===== src/rtl/minmax_stream.sv =====
// Purpose : running min/max over a valid/ready sample stream, one result per frame.
// Latency : m_valid rises the cycle after the closing beat is accepted.
// Backpr. : s_ready drops while a result is pending; the result holds until m_ready.
//
// Ports:
//   clk, rst               rising-edge clock, asynchronous active-high reset
//   s_valid/s_ready        input sample handshake; s_data sample, s_last frame end
//   us_sel, min_max_sel    signed/unsigned and min/max select, latched on first beat
//   m_valid/m_ready        result handshake
//   m_result, m_index      extreme value and 0-based index of its first occurrence
//   m_count, m_trunc       samples in frame, frame closed by the NI limit
module minmax_stream #(
    parameter int W      = 5,
    parameter int NI     = 7,
    parameter int IDXW   = (NI > 1) ? $clog2(NI) : 1,
    parameter int MM_CFG = 0
) (
    input  logic            clk,
    input  logic            rst,
    input  logic            s_valid,
    output logic            s_ready,
    input  logic [W-1:0]    s_data,
    input  logic            s_last,
    input  logic            us_sel,
    input  logic            min_max_sel,
    output logic            m_valid,
    input  logic            m_ready,
    output logic [W-1:0]    m_result,
    output logic [IDXW-1:0] m_index,
    output logic [IDXW:0]   m_count,
    output logic            m_trunc
);

    typedef enum logic [1:0] {
        IDLE  = 2'd0,
        ACCUM = 2'd1,
        DONE  = 2'd2
    } state_t;

    localparam logic [IDXW:0] NI_CNT = (IDXW + 1)'(NI);

    state_t          state;
    state_t          state_nxt;
    logic [W-1:0]    acc_q;
    logic [IDXW-1:0] acc_idx_q;
    logic [IDXW:0]   cnt_q;
    logic            sgn_q;
    logic            mx_q;
    logic            trunc_q;

    logic beat;
    logic mm_eff;
    logic cnt_hits_ni;
    logic end_idle;
    logic end_accum;

    // Strict comparison only, so a tie never displaces the earlier index.
    function automatic logic better(input logic [W-1:0] a, input logic [W-1:0] b,
                                    input logic sgn, input logic mx);
        logic lt;
        logic gt;
        if (sgn) begin
            lt = $signed(a) < $signed(b);
            gt = $signed(a) > $signed(b);
        end else begin
            lt = a < b;
            gt = a > b;
        end
        return mx ? gt : lt;
    endfunction

    // Ready is a pure state decode, gated low while reset is held.
    assign s_ready     = !rst && (state != DONE);
    assign beat        = s_valid && s_ready;
    assign mm_eff      = (MM_CFG == 2) ? 1'b1 : (MM_CFG == 1) ? 1'b0 : min_max_sel;
    assign cnt_hits_ni = ((cnt_q + 1'b1) == NI_CNT);
    assign end_idle    = s_last || (NI == 1);
    assign end_accum   = s_last || cnt_hits_ni;

    always_ff @(posedge clk or posedge rst) begin
        if (rst) begin
            state <= IDLE;
        end else begin
            state <= state_nxt;
        end
    end

    always_comb begin
        state_nxt = state;
        case (state)
            IDLE: begin
                if (beat) begin
                    state_nxt = end_idle ? DONE : ACCUM;
                end
            end
            ACCUM: begin
                if (beat && end_accum) begin
                    state_nxt = DONE;
                end
            end
            DONE: begin
                if (m_ready) begin
                    state_nxt = IDLE;
                end
            end
            default: state_nxt = IDLE;
        endcase
    end

    always_ff @(posedge clk or posedge rst) begin
        if (rst) begin
            acc_q     <= '0;
            acc_idx_q <= '0;
            cnt_q     <= '0;
            sgn_q     <= 1'b0;
            mx_q      <= 1'b0;
            trunc_q   <= 1'b0;
        end else if (beat) begin
            if (state == IDLE) begin
                acc_q     <= s_data;
                acc_idx_q <= '0;
                cnt_q     <= (IDXW + 1)'(1);
                sgn_q     <= us_sel;
                mx_q      <= mm_eff;
                trunc_q   <= (NI == 1) && !s_last;
            end else begin
                if (better(s_data, acc_q, sgn_q, mx_q)) begin
                    acc_q     <= s_data;
                    acc_idx_q <= cnt_q[IDXW-1:0];
                end
                cnt_q   <= cnt_q + 1'b1;
                trunc_q <= cnt_hits_ni && !s_last;
            end
        end
    end

    // Accumulator registers feed the result directly; they are frozen in DONE.
    assign m_valid  = (state == DONE);
    assign m_result = acc_q;
    assign m_index  = acc_idx_q;
    assign m_count  = cnt_q;
    assign m_trunc  = trunc_q;

endmodule


===== config.mk =====
export PLATFORM = sky130hd
export DESIGN_NAME = minmax_stream
export DESIGN_NICKNAME = d
export VERILOG_FILES = /design/src/rtl/minmax_stream.sv
export SDC_FILE = /design/constraint.sdc
export NUM_CORES = 1
export LEC_CHECK = 0
export BUFFER_PORTS_ARGS = -buffer_cell sky130_fd_sc_hd__buf_4
export CAP_MARGIN = 20
export CELL_PAD_IN_SITES_DETAIL_PLACEMENT = 0
export CELL_PAD_IN_SITES_GLOBAL_PLACEMENT = 2
export CORE_ASPECT_RATIO = 0.6
export CORE_MARGIN = 2
export CORE_UTILIZATION = 33
export DETAILED_ROUTE_END_ITERATION = 12
export GPL_ROUTABILITY_DRIVEN = 0
export GPL_TIMING_DRIVEN = 0
export PLACE_DENSITY = 0.93
export SLEW_MARGIN = 20
export SYNTH_ARGS = -nofsm -noshare
export SYNTH_HDL_FRONTEND = slang
export SYNTH_SLANG_ARGS = --single-unit

===== constraint.sdc =====
create_clock -name clk -period 5.45 [get_ports clk]
set_clock_uncertainty 0.15 [all_clocks]
set_input_delay 1.3625 -clock clk [delete_from_list [all_inputs] [get_ports clk]]
set_output_delay 1.3625 -clock clk [all_outputs]
set_load 0.02 [all_outputs]

# Yosys cells after proc, flatten, opt, wreduce, memory -nomap -nowiden
# Cells that the tools add are included.
# Widths: inputs -> output; s select.
[word_totals]
n_memories = 0
ram_bits = 0
latchBits = 0
romBits = 0
wordCells = 49
register_bits = 17
[classes]
n_bitwise = 0
n_shift = 0
order_cmp = 4
multipliers = 0
n_div = 0
n_mux = 18
add_sub_neg = 1
n_eq_ne = 7
reduce_logical = 12
[op_table]
columns = ["op", "count"]
rows = [
  ["$gt 5x5->1", 2],
  ["$lt 5x5->1", 2],
  ["$mux 5", 2],
  ["$mux 1", 8],
  ["$mux 2", 4],
  ["$mux 3", 2],
  ["$ne 2x2->1 const B", 3],
  ["$pmux 2 s3", 1],
  ["$add 4x1->4 const B", 1],
  ["$eq 4x3->1 const B", 1],
  ["$logic_and 1x1->1", 4],
  ["$mux 4", 1],
  ["$reduce_and 2->1", 2],
  ["$reduce_and 3->1", 1],
  ["$eq 2x1->1 const B", 1],
  ["$eq 2x2->1 const B", 1],
  ["$logic_not 1->1", 2],
  ["$logic_not 2->1", 1],
  ["$ne 2x1->1 const B", 1],
  ["$reduce_bool 2->1", 1],
  ["$logic_or 1x1->1", 1],
]

# Logic depth before layout (Yosys ltp)
# Gate-level depths: netlist of the first run.
[depth]
ltp_word = 7
ltp_mapped = 7
ltp_nobuf = 7

# Least setup slack after synthesis of the first run
# OpenSTA, ideal clock, no wires.
[synth_timing]
path_type = "input port to output port"
start = "in rst"
end = "out s_ready"
cell_stages = 1
arrival_ns = 1.714
required_time_ns = 3.938
path_slack_ns = 2.224
n_path_buf = 0
cell_sequence = "nor2_1"
[synth_between]
elab_chain_len = 2
[synth_lines]
columns = ["item", "line", "rtl"]
rows = [
  ["start: declaration", "19", "input logic rst,"],
  ["$logic_not 1->1 (no line)", "--", ""],
  ["$logic_and 1x1->1", "73", "assign s_ready = !rst && (state != DONE);"],
  ["end: declaration", "21", "output logic s_ready,"],
]
# No other way between the ends.

# Final worst setup path of the first run
# Same ends and word-level chain as after synthesis.

==> run metrics, run 1 <==
Mean Syn Cell Area=10.1 um2; syn_nets=112; Final nets=approximately 140; Non-Filler Instances=155; gr ovfl total=0; Pleak=0.586 nW; post-synth design cell area=942 um2; Vias/cell=4.79; TritonCTS Buffers=3; vias in the first global route=670; layout cells sized above 1=~33%; worst-case clock buffer depth=2; Initial Util=36.1%; synth warn=0; slowest cell on the critical path=nor2_1; post-cts resize count=0; largest net degree at the start of global routing=19; CTS root buffer=clkbuf_8; reg-to-reg critical path endpoint=m_result[0]$_DFFE_PP0P_; Port Buffers=26; flip-flop and latch area=around 430 um2; Worst slew margin=53.6%; routed len/inst=12.6 um; Post-CTS Repair Setup Buffers=0; critical path endpoint=s_ready; PD cells=477 mW/mm2; dominant synthesized flop cell=dfrtp_1; most used cell, CP=buf_4; Max Cap Violations=0; DRT iter0 DRCs=33; drc violations=0; Hold Path Class=register to register; Worst Path Class, Setup=primary input to primary output; hold_buf cts=0; Final Hold Viols=0; first-pass GRT wire length=approximately 3200 um; htree depth=1; reg-to-reg startpoint=m_result[4]$_DFFE_PP0P_; Worst EP arrival=~1.8 ns; startpoint types=primary input; Skew-Pair Late Insertion Delay=0.25 ns; CP max FO=3; Via Count=743; flop2flop setup slack=around 3 ns; CTS tree=yes; fillers=261; worst path bufs/invs=2; initial antenna violation count=0; Critical Path RT=3.94 ns; count of different cell masters after synthesis=27; placed inst area=0.00118 mm2; TritonCTS Sinks=17; Gate Count Post-Synth=93; die area=0.00331 mm2; outcome=finished clean; area of the core=0.00261 mm2; Cell Chain, Critical Path=buf_4, nor2_1, buf_4; Crit. End Element=primary output; Pins Over Slew Limit=0; kind of cell adding the most delay to the critical path=buffers and inverters; flops & latches, synth=17; Multi-input gate area=455 um2; Register-to-Register Path Depth=7; gr usage total=13.2%; RSZ-0062 raised after global routing=false; P&R area growth vs syn=29.9%; TNS Setup=0 ns; Final Instance Area=0.00122 mm2; die height=between 40 and 50 um; Fmax=slightly below 300 MHz; endpoints failing setup=0; Rows=14; Die W=about 73 um; # IOs=27; # diodes=0; final wirelength=1950 um; number of synthesized flops with an enable pin=0; measured slew at the worst slew-check pin=slightly below 0.7 ns; fin crit share=61.5%; instance count on the critical path=3; Initial DRT Pass Iterations=4; placed insts=151; CP peak stage delay=0.18 ns; fin crit period=3.35 ns; Peak VDD IR=0.000143 V; post-DP HPWL=1530 um; Clock transition at path regs=0.07 ns; register area share after synthesis=a little under half; ANT nets after route=0; ys async rst share=100%; crit path from=rst
[worst register-to-register path, delay by kind of cell, from the launching register on]
kind	cells	cell delay, ns
flip-flops	1	0.37
buffers and inverters	1	0.05
multiplexers	2	0.57
AO/OA/AOI/OAI	3	0.79
adder cells (fa/ha/maj)	1	0.34
[how the worst min path moves through the flow]
| stage | startpoint | endpoint | slack, ns | cells after the start |
|---|---|---|---|---|
| 6_report | state[1]$_DFFE_PP0P_ | state[0]$_DFFE_PP0P_ | 0.34 | 1 |
| 3_5_place_dp | state[1]$_DFFE_PP0P_ | state[0]$_DFFE_PP0P_ | 0.32 | 1 |
| 5_1_grt | state[1]$_DFFE_PP0P_ | state[0]$_DFFE_PP0P_ | 0.36 | 1 |
| 2_1_floorplan | state[1]$_DFFE_PP0P_ | state[0]$_DFFE_PP0P_ | 0.30 | 1 |
| 3_3_place_gp | m_trunc$_DFFE_PP0P_ | m_trunc$_DFFE_PP0P_ | 0.31 | 2 |
| 4_1_cts | state[1]$_DFFE_PP0P_ | state[0]$_DFFE_PP0P_ | 0.33 | 1 |
[area by class of cell]
| cell class | count | area share [%] |
|---|---|---|
| Buffer | 1 | 0.409 |
| Clock buffer | 3 | 3.37 |
| Clock inverter | 1 | 0.409 |
| Inverter | 15 | 4.60 |
| Multi-Input combinational cell | 60 | 37.2 |
| Sequential cell | 17 | 34.8 |
| Tap cell | 32 | 3.27 |
| Timing Repair Buffer | 26 | 16.0 |
[cells by family (layout without fill, tap and decap cells)]
group / Yosys count / in the layout / share of synthesized area, %
compound gates: 23 / 23 / 18.3
simple gates: 22 / 22 / 11.3
flops: 17 / 17 / 45.2
buf+inv: 16 / 46 / 6.51
mux: 8 / 8 / 9.43
fa+ha+maj: 7 / 7 / 9.30
[per-stage QoR]
stage / setup WS (ns) / util, % / total power [W] / hold WS [ns]
6_report: 2.10 / 46.9 / 0.000584 / 0.335
5_1_grt: 2.05 / 46.9 / 0.000629 / 0.355
4_1_cts: 2.10 / 46.9 / 0.000590 / 0.332
3_5_place_dp: 1.98 / 45.1 / 0.000494 / 0.318
3_3_place_gp: 2.00 / 45.1 / 0.000487 / 0.312
2_1_floorplan: 2.22 / - / 0.000391 / 0.298
[metal layers]
layer | part of all wire (%) | track usage, %
met1 | 57 | 20.0
met2 | 37 | 16.9
met3 | 6.8 | 5.97
met4 | 0 | 2.22
met5 | 0 | 0
[cells in the mapped netlist (2+ instances only)]
| library cell | n | area [um2] |
|---|---|---|
| a21oi_1 | 4 | 20.0 |
| dfrtp_1 | 17 | 425 |
| ha_1 | 7 | 87.6 |
| inv_1 | 15 | 56.3 |
| mux2_2 | 7 | 78.8 |
| nand2_1 | 5 | 18.8 |
| nand2b_1 | 2 | 12.5 |
| nand3_1 | 3 | 15.0 |
| nor2_1 | 6 | 22.5 |
| o211ai_1 | 3 | 22.5 |
| o21ai_0 | 5 | 25.0 |
| o2bb2ai_1 | 3 | 26.3 |
| o31ai_1 | 2 | 15.0 |
[cells in the final DEF (no fill, tap or decap), drive strengths merged, types with 2 or more instances in the layout]
cell	count
nand3	3
o31ai	2
clkbuf	3
nand2b	2
mux2	7
nand2	5
dfrtp	17
a21oi	4
o21ai	5
ha	7
inv	15
buf	27
o211ai	3
nor2	6
o2bb2ai	3
[state kept, by name (all words and copies together) (netlist names)]
register and cells:
sgn_q 1, state 2, m_trunc 1, mx_q 1, m_count 4, m_index 3
m_result 5
[report_power, final]
part / internal, W / leakage (nW) / switching [W]
Sequential: 0.000170 / 0.215 / 0.0000457
Combinational: 0.000128 / 0.346 / 0.000146
Clock: 0.0000507 / 0.0255 / 0.0000445
Power figures use the tool's default switching activity.
==> inputs of run 2 (changes only) <==
--- a/config.mk
+++ b/config.mk
@@ -5,17 +5,18 @@
 export SDC_FILE = /design/constraint.sdc
 export NUM_CORES = 1
 export LEC_CHECK = 0
+export ABC_AREA = 1
 export BUFFER_PORTS_ARGS = -buffer_cell sky130_fd_sc_hd__buf_4
 export CAP_MARGIN = 20
 export CELL_PAD_IN_SITES_DETAIL_PLACEMENT = 0
 export CELL_PAD_IN_SITES_GLOBAL_PLACEMENT = 2
 export CORE_ASPECT_RATIO = 0.6
 export CORE_MARGIN = 2
-export CORE_UTILIZATION = 33
+export CORE_UTILIZATION = 27
 export DETAILED_ROUTE_END_ITERATION = 12
 export GPL_ROUTABILITY_DRIVEN = 0
 export GPL_TIMING_DRIVEN = 0
-export PLACE_DENSITY = 0.93
+export PLACE_DENSITY = 0.84
 export SLEW_MARGIN = 20
 export SYNTH_ARGS = -nofsm -noshare
 export SYNTH_HDL_FRONTEND = slang
==> constraint.sdc (replaced) <==
create_clock -name clk -period 2.7 [get_ports clk]
set_clock_uncertainty 0.15 [all_clocks]
set_input_delay 0.675 -clock clk [delete_from_list [all_inputs] [get_ports clk]]
set_output_delay 0.675 -clock clk [all_outputs]
set_load 0.02 [all_outputs]
==> run metrics, run 2 <==
hold_buf cts=0 (unchanged); routed len/inst=11.4 um (-9.3%); Vias/cell=4.32 (-9.9%); register area share after synthesis=40.7% (-4.5 points); endpoints failing setup=0 (unchanged); Peak VDD IR=0.000292 V (+100%); Post-CTS Repair Setup Buffers=0 (unchanged); Hold Path Class=register to register; htree depth=1 (unchanged); most used cell, CP=nand2_1; CP max FO=9 (+6); Synth area leader=dfrtp_1; Initial DRT Pass Iterations=4 (unchanged); top routing layer in use=met4; slowest cell on the critical path=ha_1; Setup WS pre-CTS=0.418 ns (-1.56 ns); initial antenna violation count=0 (unchanged); Worst Path Class, Setup=primary input to register; Critical Path RT=2.70 ns (-1.24 ns); Worst EP arrival=2.00 ns (+0.16 ns); Pleak=0.705 nW (+20%); measured slew at the worst slew-check pin=0.667 ns (-0.0276 ns); number of synthesized flops with an enable pin=0 (unchanged); Multi-input gate area=531 um2 (+16%); Final nets=170 (+19%); Port Buffers=26 (unchanged); # IOs=27 (unchanged); Rows=17 (+3); worst-case clock buffer depth=2 (unchanged); Synth top cells by count=nand2_1, dfrtp_1, inv_1; dominant synthesized flop cell=dfrtp_1; TritonCTS Sinks=17 (unchanged); post-cts resize count=0 (unchanged); vias in the first global route=824 (+23%); Skew-Pair Late Insertion Delay=0.25 ns (about the same); Initial Util=28.3% (-7.8 points); flip-flop and latch area=425 um2 (unchanged); CP peak stage delay=0.30 ns (+0.12 ns); CTS root buffer=clkbuf_8; Mean Syn Cell Area=8.72 um2 (-14%); fin crit share=74.1%; ys async rst share=100% (unchanged); # diodes=0 (unchanged); die height=52.2 um (+15%); drc violations=0 (unchanged); Final Hold Viols=0 (unchanged); fin crit period=about 2 ns; TritonCTS Buffers=3 (unchanged); area of the core=0.00370 mm2 (+42%); top-count cell post-synth=nand2_1; largest net degree at the start of global routing=18 (-1); most frequent cells in the layout=nand2_1, buf_4, inv_1, dfrtp_1, nand3_1; Clock transition at path regs=0.07 ns (about the same); fillers=404 (+55%); ANT nets after route=0 (unchanged); DRT iter0 DRCs=52 (+58%); Metal-1 WL=1170 um (+5.7%); worst setup margin=0.698 ns (-1.40 ns); Gate Count Post-Synth=120 (+29%); post-DP HPWL=1750 um (+15%); Via Count=851 (+15%); startpoint types=primary input; CTS tree=yes; gr ovfl total=0 (unchanged); Crit. End Element=register; wire length on met3=62 um (-53%); outcome=finished clean; fin util=36.4% (-10 points); RSZ-0062 raised after global routing=false; first-pass GRT wire length=3940 um (+23%); Die W=84.4 um (+16%); flops & latches, synth=17 (unchanged); count of different cell masters after synthesis=27 (unchanged); Max Cap Violations=0 (unchanged); post-synth top area share=40.7% (-4.5 points); met2 WL post-DR=999 um (+40%); Pins Over Slew Limit=0 (unchanged); gr usage total=11.4% (-1.7 points); die area=0.00440 mm2 (+33%); Cell Chain, Critical Path=buf_4, ha_1, nand2_1, nor2_2, nand2_1, nand3_1, nand2_1, nand2_1, nand2_2, nand3_4, nand2_4, nand2_1, nand2_1; final wirelength=2240 um (+15%); largest cells by area after synthesis=dfrtp_1, nand2_1, ha_1; TNS Setup=0 ns (unchanged); PD cells=1000 mW/mm2 (+110%); Largest register FFs=5 (unchanged); post-synth design cell area=0.00105 mm2 (+11%); syn_nets=139 (+24%); P&R area growth vs syn=28.9%; commonest non-fill, non-tap cell in the layout=nand2_1; synth warn=0 (unchanged); Fmax=approximately 500 MHz; layout cells sized above 1=31.3% (-1.2 points); Worst slew margin=55.5% (+1.8 points)
-- run 2: area by class of cell --
class | count | area share (%)
multi-input combinational | 83 | 39.3
sequential | 17 | 31.5
timing repair buffer | 26 | 14.5
inverter | 19 | 5.84
tap | 47 | 4.36
clock buffer | 3 | 3.06
buffer | 1 | 0.835
clock inverter | 1 | 0.557
-- run 2: stage by stage --
stage / power, W / hold WS [ns] / instances / area, um2
6_report: 0.00135 / 0.343 / 197 / 1350
5_1_grt: 0.00149 / 0.375 / 197 / 1350
4_1_cts: 0.00137 / 0.351 / 197 / 1350
3_5_place_dp: 0.00117 / 0.337 / 193 / 1300
3_3_place_gp: 0.00116 / 0.326 / 193 / 1300
2_1_floorplan: 0.000933 / 0.330 / 120 / 1050
-- run 2: kinds of logic (layout without fill, tap and decap cells) --
group | after synthesis | count (layout) | synth area share [%]
buffers and inverters | 20 | 50 | 8.61
xor gates and xnor gates | 2 | 2 | 1.67
and+or+nand+nor | 62 | 62 | 32.1
adders and majority gates | 7 | 7 | 8.37
DFF | 17 | 17 | 40.7
AOI/OAI and AO/OA | 11 | 11 | 7.18
muxes | 1 | 1 | 1.43
-- run 2: final timing paths --
kind                                               from                       to  slack [ns]  cells after the start
worst max register to register  m_result[4]$_DFFE_PP0P_  m_result[2]$_DFFE_PP0P_        0.80                     13
max in group asynchronous                           rst  m_result[0]$_DFFE_PP0P_        1.57                      2
worst max-delay path                          s_data[4]  m_result[2]$_DFFE_PP0P_        0.70                     13
min in group asynchronous                           rst         mx_q$_DFFE_PP0P_        0.40                      2
worst min register to register      m_trunc$_DFFE_PP0P_      m_trunc$_DFFE_PP0P_        0.34                      2
worst min-delay path                m_trunc$_DFFE_PP0P_      m_trunc$_DFFE_PP0P_        0.34                      2
-- run 2: power breakdown --
part	internal, W	total, W	leakage (nW)	switching (W)
logic	0.000286	0.000718	0.464	0.000432
clock network	0.000104	0.000196	0.0217	0.0000922
registers	0.000348	0.000440	0.219	0.0000913
-- run 2: critical path, delay by kind of cell --
family | cells | cell delay (ns)
buffers and inverters | 1 | 0.12
adders and majority gates | 1 | 0.30
and+or+nand+nor | 11 | 0.92
-- run 2: metal layers --
metal  global-route usage [%]  up-vias
met3                     2.99        2
met2                     16.9       11
met1                     17.0      396
met5                        0        -
li1                         -      442
met4                     1.59        0
==> inputs of run 3 (changes only) <==
==> constraint.sdc (replaced) <==
create_clock -name clk -period 1.7 [get_ports clk]
set_clock_uncertainty 0.15 [all_clocks]
set_input_delay 0.425 -clock clk [delete_from_list [all_inputs] [get_ports clk]]
set_output_delay 0.425 -clock clk [all_outputs]
set_load 0.02 [all_outputs]
==> run metrics, run 3 (synthesized netlist as in run 2, its figures left out) <==
die height=52.2 um (unchanged); Rows=17 (unchanged); Skew-Pair Late Insertion Delay=0.25 ns (about the same); commonest non-fill, non-tap cell in the layout=buf_4; Final Hold Viols=0 (unchanged); vias in the first global route=891 (+8.1%); first-pass GRT wire length=4110 um (+4.4%); drc violations=0 (unchanged); TritonCTS Sinks=17 (unchanged); TritonCTS Buffers=3 (unchanged); Die W=84.4 um (unchanged); Critical Path RT=1.69 ns (-1.01 ns); Tot Pwr=0.00243 W (+79%); Final nets=174 (+2.4%); Initial DRT Pass Iterations=4 (unchanged); kind of cell adding the most delay to the critical path=simple AND/OR/NAND/NOR gates; # IOs=27 (unchanged); gr usage total=12.1% (+0.73 points); P&R area growth vs syn=41.1%; layout cells sized above 1=48.1% (+17 points); most frequent cells in the layout=buf_4, nand2_1, nand3_1; flop2flop setup slack=-0.15 ns (-0.95 ns); measured slew at the worst slew-check pin=0.665 ns (-0.00169 ns); final wirelength=2460 um (+9.5%); Fmax=540 MHz; CP max FO=4 (-5); worst-case clock buffer depth=2 (unchanged); DRT iter0 DRCs=17 (-67%); slowest cell on the critical path=dfrtp_2; TNS Setup=-0.919 ns (-0.919 ns); hold_buf cts=0 (unchanged); Worst EP arrival=1.84 ns (-0.16 ns); Worst Path Class, Setup=register to register; worst path bufs/invs=1 (unchanged); Worst slew margin=55.6% (+0.11 points); outcome=finished, violations left; fin crit share=109%; die area=0.00440 mm2 (unchanged); Hold Path Class=primary input to asynchronous set/reset pin; CP peak stage delay=0.36 ns (+0.06 ns); RSZ-0062 raised after global routing=true; startpoint types=register; Setup WS pre-CTS=-0.271 ns (-0.688 ns); initial antenna violation count=0 (unchanged); failing checks=setup timing; post-DP HPWL=1750 um (about the same); Largest register FFs=5 (unchanged); gr ovfl total=0 (unchanged); fin crit period=1.85 ns; htree depth=1 (unchanged); ANT nets after route=0 (unchanged); most used cell, CP=nand2_2; Max Cap Violations=0 (unchanged); Port Buffers=26 (unchanged); Clock transition at path regs=0.07 ns (about the same); Vias/cell=4.52 (+4.7%); Pins Over Slew Limit=0 (unchanged); Cell Chain, Critical Path=inv_2, ha_4, nand2_4, nor2_4, nand2_2, nand4_1, nand2_1, nand2_2, nand3_2, nand3_1, nand2_2; worst setup margin=-0.151 ns (-0.849 ns); area of the core=0.00370 mm2 (unchanged); Initial Util=28.3% (unchanged); Crit. End Element=register; endpoints failing setup=8 (+8); Peak VDD IR=0.000565 V (+94%); Via Count=909 (+6.8%); routed len/inst=12.2 um (+7.3%); CTS tree=yes; CTS root buffer=clkbuf_8; largest net degree at the start of global routing=18 (unchanged); # diodes=0 (unchanged); PD cells=1640 mW/mm2 (+64%); Pleak=0.726 nW (+3.1%)
run 3: area by class of cell:
class,count,area [um2]
buffer,1,11.3
clock buffer,4,45.0
fill,371,2220
inverter,19,78.8
multi-input combinational,84,629
sequential,17,432
tap,47,58.8
timing repair buffer,29,221
run 3: layer usage:
layer  up-vias  GRT usage (%)  wire [um]
met5         -              0          0
met4         0           3.97         42
met3         4           3.62        126
met2        24           17.2       1020
met1       426           17.6       1270
li1        455              -          -
run 3: worst paths after layout:
| kind | startpoint | to | cells past startpoint |
|---|---|---|---|
| max reg2reg | m_result[4]$_DFFE_PP0P_ | m_result[2]$_DFFE_PP0P_ | 11 |
| max in group asynchronous | rst | m_result[1]$_DFFE_PP0P_ | 2 |
| min in group clk | m_ready | state[1]$_DFFE_PP0P_ | 2 |
| max | m_result[4]$_DFFE_PP0P_ | m_result[2]$_DFFE_PP0P_ | 11 |
| min reg2reg | m_trunc$_DFFE_PP0P_ | m_trunc$_DFFE_PP0P_ | 2 |
| min | rst | state[1]$_DFFE_PP0P_ | 2 |
run 3: repair_timing:
item                       in CTS  in global routing
buffers inserted                3                  0
cloned                          1                  0
pin swaps                       3                  9
gates resized for setup         1                 13
setup endpoints to repair       8                  9
run 3: worst register-to-register path: stages (launching register included):
cell and delay (ns):
dfrtp_2 0.36, inv_2 0.04, ha_4 0.28, nand2_4 0.06, nor2_4 0.11, nand2_2 0.06
nand4_1 0.13, nand2_1 0.09, nand2_2 0.12, nand3_2 0.14, nand3_1 0.13, nand2_2 0.07
run 3: power by group:
part | switching [W] | internal [W]
combinational | 0.000824 | 0.000596
clock | 0.000139 | 0.000166
sequential | 0.000138 | 0.000564
run 3: through the flow:
step                utilization (%)  area [um2]  hold WS, ns  instances
floorplan                         -        1090        0.201        120
finish                         39.9        1480        0.152        201
global route                   39.9        1480        0.210        201
global placement               36.4        1350        0.325        193
detailed placement             36.4        1350        0.329        193
CTS                            38.6        1430        0.194        201
